**config.mk**
```make
export PLATFORM = sky130hd
export DESIGN_NAME = ahb_oor_err_slave
export DESIGN_NICKNAME = d
export VERILOG_FILES = /design/src/rtl/ahb_oor_err_slave.sv
export SDC_FILE = /design/constraint.sdc
export NUM_CORES = 1
export LEC_CHECK = 0
export CORE_UTILIZATION = 46
export CTS_BUF_LIST = sky130_fd_sc_hd__clkbuf_4
export DETAILED_ROUTE_END_ITERATION = 10
export GPL_ROUTABILITY_DRIVEN = 1
export MAX_ROUTING_LAYER = met4
export PLACE_DENSITY = 0.87
export SYNTH_ARGS = -nofsm -noshare
export SYNTH_HDL_FRONTEND = slang
export SYNTH_SLANG_ARGS = --single-unit
```
**constraint.sdc**
```tcl
create_clock -name clk_i -period 2.75 [get_ports clk_i]
set_input_delay 0.6875 -clock clk_i [delete_from_list [all_inputs] [get_ports clk_i]]
set_output_delay 0.6875 -clock clk_i [all_outputs]
set_load 0.005 [all_outputs]
```
**src/rtl/ahb_oor_err_slave.sv**
```systemverilog
// AHB-Lite default slave for out-of-range accesses. Returns the two-cycle
// ERROR response for every accepted faulting transfer, records the first
// unacknowledged fault and counts faults for software diagnosis.
module ahb_oor_err_slave #(
    parameter int unsigned ADDR_W = 32,
    parameter int unsigned CNT_W  = 8
) (
    input  logic              clk_i,
    input  logic              rst_ni,
    input  logic              error_sel_i,
    input  logic [1:0]        htrans_i,
    input  logic              hwrite_i,
    input  logic [ADDR_W-1:0] haddr_i,
    input  logic              hready_i,
    output logic              hreadyout_o,
    output logic              hresp_o,
    input  logic              err_clr_i,
    output logic [ADDR_W-1:0] err_addr_o,
    output logic              err_write_o,
    output logic [CNT_W-1:0]  err_cnt_o,
    output logic              err_irq_o
);

    typedef enum logic [1:0] {StIdle, StErr1, StErr2} state_e;

    localparam logic [CNT_W-1:0] CntMax = {CNT_W{1'b1}};
    localparam logic [CNT_W-1:0] CntOne = {{(CNT_W-1){1'b0}}, 1'b1};

    state_e            state_q, state_d;
    logic              hreadyout_q, hresp_q;
    logic [ADDR_W-1:0] err_addr_q, err_addr_d;
    logic              err_write_q, err_write_d;
    logic [CNT_W-1:0]  err_cnt_q, err_cnt_d;
    logic              err_irq_q, err_irq_d;
    logic              acc;

    // A fault is accepted only for NONSEQ/SEQ address phases that complete.
    // ERR1 holds HREADY low bus-wide, so nothing can be accepted there.
    assign acc = error_sel_i & hready_i & htrans_i[1] & (state_q != StErr1);

    // Next-state logic for the ERROR response sequencer.
    always_comb begin
        state_d = state_q;
        unique case (state_q)
            StIdle:  state_d = acc ? StErr1 : StIdle;
            StErr1:  state_d = StErr2;
            StErr2:  state_d = acc ? StErr1 : StIdle;
            default: state_d = StIdle;
        endcase
    end

    // Next-state logic for capture, saturating counter and sticky irq.
    // A fault in the same cycle as a clear wins over the clear.
    always_comb begin
        err_addr_d  = err_addr_q;
        err_write_d = err_write_q;
        err_cnt_d   = err_cnt_q;
        err_irq_d   = err_irq_q;
        if (acc) begin
            if (!err_irq_q || err_clr_i) begin
                err_addr_d  = haddr_i;
                err_write_d = hwrite_i;
            end
            if (err_clr_i) begin
                err_cnt_d = CntOne;
            end else if (err_cnt_q != CntMax) begin
                err_cnt_d = err_cnt_q + CntOne;
            end
            err_irq_d = 1'b1;
        end else if (err_clr_i) begin
            err_cnt_d = '0;
            err_irq_d = 1'b0;
        end
    end

    // State and registered response outputs, decoded from the next state.
    always_ff @(posedge clk_i or negedge rst_ni) begin
        if (!rst_ni) begin
            state_q     <= StIdle;
            hreadyout_q <= 1'b1;
            hresp_q     <= 1'b0;
        end else begin
            state_q     <= state_d;
            hreadyout_q <= (state_d != StErr1);
            hresp_q     <= (state_d != StIdle);
        end
    end

    // Fault capture registers.
    always_ff @(posedge clk_i or negedge rst_ni) begin
        if (!rst_ni) begin
            err_addr_q  <= '0;
            err_write_q <= 1'b0;
            err_cnt_q   <= '0;
            err_irq_q   <= 1'b0;
        end else begin
            err_addr_q  <= err_addr_d;
            err_write_q <= err_write_d;
            err_cnt_q   <= err_cnt_d;
            err_irq_q   <= err_irq_d;
        end
    end

    assign hreadyout_o = hreadyout_q;
    assign hresp_o     = hresp_q;
    assign err_addr_o  = err_addr_q;
    assign err_write_o = err_write_q;
    assign err_cnt_o   = err_cnt_q;
    assign err_irq_o   = err_irq_q;

endmodule
```
# --- After elaboration in Yosys (flattened, before gate mapping) ---
# Index checks and enable logic that the tools add are counted.
# W data, S select, Z words.
word_totals:
  in_bits: 40
  ff_bits: 46
  elab_cells: 33
  output_inout_bits: 44
op_classes:
  n_eq_ne: 5
  add_sub_neg: 1
  reduce_logical: 9
  muxes: 8
  bitwise: 3
op_table:
  columns: ["op", "n"]
  rows:
  - ["$mux W8", 4]
  - ["$add A8 B1 Y8 const B", 1]
  - ["$ne A8 B8 Y1 const B", 1]
  - ["$reduce_bool A2 Y1", 3]
  - ["$ne A2 B1 Y1 const B", 2]
  - ["$pmux W2 S2", 1]
  - ["$reduce_and A2 Y1", 2]
  - ["$and A1 B1 Y1", 3]
  - ["$mux W1", 3]
  - ["$eq A2 B1 Y1 const B", 1]
  - ["$eq A2 B2 Y1 const B", 1]
  - ["$logic_not A2 Y1", 1]
  - ["$reduce_or A2 Y1", 1]
  - ["$logic_not A1 Y1", 1]
  - ["$logic_or A1 B1 Y1", 1]

# --- Depth between registers and ports, before layout ---
depth:
  ltp_word: 6
  mapped_depth: 5
  mapped_depth_nobuf: 5

# --- Least setup slack after synthesis ---
# OpenSTA, ideal clock, no wires.
synth_timing:
  path_type: "input-to-reg"
  start: "in error_sel_i"
  end: "reg err_addr_q[11] (netlist: err_addr_o[11])"
  setup_time_ns: 0.125
  path_stages: 5
  path_buffers: 1
  slack_ns: 0.870
  t_arrival_ns: 1.755
  t_required_ns: 2.625
  cell_sequence: "and3_1 nand2_2 a21oi_4 buf_4 mux2_2"
synth_via:
  elab_chain_cells: 4
synth_lines:
  columns: ["item", "line_no", "rtl"]
  rows:
  - ["start, declared", "10", "input logic error_sel_i,"]
  - ["$and A1 B1 Y1 (3 in a row)", "39", "assign acc = error_sel_i & hready_i & htrans_i[1] & (state_q != StErr1);"]
  - ["$reduce_and A2 Y1 (no line)", null, null]
  - ["end signal, assigned", "97", "err_addr_q <= err_addr_d;"]
  - ["end, declared", "31", "logic [ADDR_W-1:0] err_addr_q, err_addr_d;"]
# No other way between the ends.
# A chain may end at the register's enable or synchronous reset.

# --- Worst setup path in the final report ---
layout_timing:
  start: "in hready_i"
  end: "reg err_addr_q[25] (netlist: err_addr_o[25])"
layout_via:
  elab_chain_cells: 4
layout_lines:
  columns: ["item", "line_no", "rtl"]
  rows:
  - ["start, declared", "14", "input logic hready_i,"]
  - ["$and A1 B1 Y1 (3 in a row)", "39", null]
  - ["$reduce_and A2 Y1 (no line)", null, null]
# No other way between the ends.

==> impl_metrics.toml <==
[drt]
num_vias = 1387
antenna_left = 0
viasPerCell = 5.14
drt_first_pass_iters = 4
wl_mm = 3.98
drc = 0
first_iter_violations = 47
avgRoutedWirePerCell_um = 14.8

[critical_path]
critPathLaunch = "hready_i"
r2r_slack_ns = 0.96
endpoint_kind = "flip-flop"
cp-start-kind = "input pin"
timing.rr.start = "err_cnt_o[0]$_DFFE_PN0P_"
cp_data_arrival_time_ns = 2.41
crit_fanout = 33
path_buf_inv = 2
slowest_stage = "clkdlybuf4s50_1"
path_cells = "clkdlybuf4s50_1 > and3_1 > nand2_2 > a21oi_4 > buf_12 > mux2_1"
path_class = "input pin to flip-flop"
critPathTopFamily = "buffers and inverters"
slowest_delay_ns = 0.48
required_ns = 2.99

[floorplan]
core_area_sq_um = 3800
start_util_pct = 49.6
pin_count = 84
die_w_um = 66.0
num_rows = 22
die_h_um = 66.0
dieArea_sq_um = 4360

[run]
max-cap-violations = 0

[pwr]
power.density_nw_per_um2 = 603
vdd_drop_max_mv = 0.377
leakagePower_nw = 1.19

[synthesis]
mappedNetlistNets = 175
yosysWarningCount = 0
syn_avg_cell_area_sq_um = 14.1
synth-xor-area-share_pct = 0
synth_area_leaders = "dfrtp_1, mux2_2, mux2_1"
netlist_area_sq_um = 1890
synth_compound_area_share_pct = 5.31
synth_cells = 134
synth.most_common_cell = "dfrtp_1"
seq_area_frac_synth_pct = 61.1
synth_top_area_share_pct = 59.7
synth_area_leader_cell = "dfrtp_1"
synth_enable_flop_cells = 0
synth_top_family_by_area = "multiplexers"
synth-async-reset-ratio_pct = 100
ys.flop_type = "dfrtp_1"
synth.area.mux_share_pct = 21.4
yosys.area_share.simple_pct = 8.83
yosysUniqueCellTypes = 33
synthTopCellsByCount = "dfrtp_1, mux2_2, mux2_1"
synth-adder-area-share_pct = 0.664
ys_ff_latch = 46

[clocking]
ctsRootBufferMaster = "clkbuf_4"
cts_tree = "done"
post_cts_buffers = 0
cts_buffers = 5
clk_pin_slew_worst_paths_ns = 0.12
clock_latency_ns = 0.35
cts_resized = 0
cts_sinks = 46
holdBufCountCts = 0
htree_levels = 2
clockBufferDepth = 2

[timing]
worstMarginPinSlew_ns = 0.956
holdWs_ns = 0.479
final.setup.tns_ns = 0
layout_min_cycle_time_ns = 2.17
skew_ns = 0.00645
drv_slew = 0
rsz0062_at_grt = "no"
relSlewSlack_pct = 36.2
post-route-period-util_pct = 78.8
max_freq_mhz = 461
setup_violations = 0
hold_violations = 0

[global_route]
grt_pass1_wl_mm = 6.35
overflow = 0
antenna_found_initial = 0
grt_pass1_vias = 1325
grt_usage_pct = 20.3
grt_max_degree = 47

[place]
dp_cells = 262
post_dp_cell_area_sq_um = 2760
hpwl_mm = 3.05
port_buffers = 82
gp_congestion = 0.847

[finish]
fin_cells = 270
finalNetCount = 262
n_antenna_cell = 0
syn_to_final_growth_pct = 50.8
finish.utilization_pct = 74.9
drive_above_1_share_pct = 18.0
fin_area_sq_um = 2840

[status]
status = "complete, no violations"

[hold_path]
hold_path_class = "input pin to async pin"
area by class of cell:
| cell class | instances | area [sq um] |
|---|---|---|
| sequential | 46 | 1150 |
| fill | 250 | 955 |
| timing repair buffer | 84 | 843 |
| multi-input combinational | 78 | 683 |
| tap | 48 | 60.1 |
| clock buffer | 7 | 52.6 |
| clock inverter | 1 | 30.0 |
| inverter | 6 | 22.5 |
layout by cell type, fill, tap and decap left out, types with 2 or more instances in the layout:
cell type and count:
o211ai_1 2, nor3_1 3, clkbuf_4 7, o41ai_1 2, nand2_1 5, nor2b_1 2, a211oi_1 2, clkdlybuf4s50_1 81
mux2_1 12, and3_1 2, nand3_1 4, dfrtp_1 45, mux2_2 23, nor2_1 4, inv_1 5, a21oi_1 2
power by group:
part	switching, mW	internal [mW]
clock network	0.194	0.213
registers	0.0613	0.794
logic	0.127	0.324
total	0.383	1.33
flip-flops by register name, summed over array words and instances, names as in the netlist:
name         cells
hresp_o          1
err_addr_o      32
hreadyout_o      1
err_irq_o        1
state_q          2
err_write_o      1
err_cnt_o        8
per-stage QoR:
step           setup slack (ns)  power, mW
6_report                  0.583       1.71
5_1_grt                   0.564       1.82
4_1_cts                   0.610       1.74
3_5_place_dp              0.214       1.33
3_3_place_gp              0.284       1.31
2_1_floorplan             0.870      0.992
kinds of logic (layout without fill, tap and decap cells):
group                    after synthesis  count (layout)
buffers and inverters                 10              98
AND/OR/NAND/NOR                       28              28
AO/OA/AOI/OAI                         13              13
adder cells (fa/ha/maj)                1               1
multiplexers                          36              36
flip-flops                            46              46
metal layers:
metal	routed length [um]	up-vias	part of all wire (%)	global-route usage [%]
met2	1930	71	49	33.5
met5	0	-	0	-
met4	36	0	0.90	4.79
met3	358	3	9.0	5.86
met1	1660	655	42	24.6
li1	-	658	-	-
final timing paths:
check                                             endpoint  depth (start not counted)
worst max-delay path            err_addr_o[25]$_DFFE_PN0P_                          6
worst min-delay path              err_cnt_o[2]$_DFFE_PN0P_                          1
worst max register to register    err_cnt_o[6]$_DFFE_PN0P_                          5
worst min register to register  err_addr_o[10]$_DFFE_PN0P_                          1
max in group asynchronous       err_addr_o[31]$_DFFE_PN0P_                          1
min in group clk_i              err_addr_o[10]$_DFFE_PN0P_                          1
(Power assumes the default switching activity.)
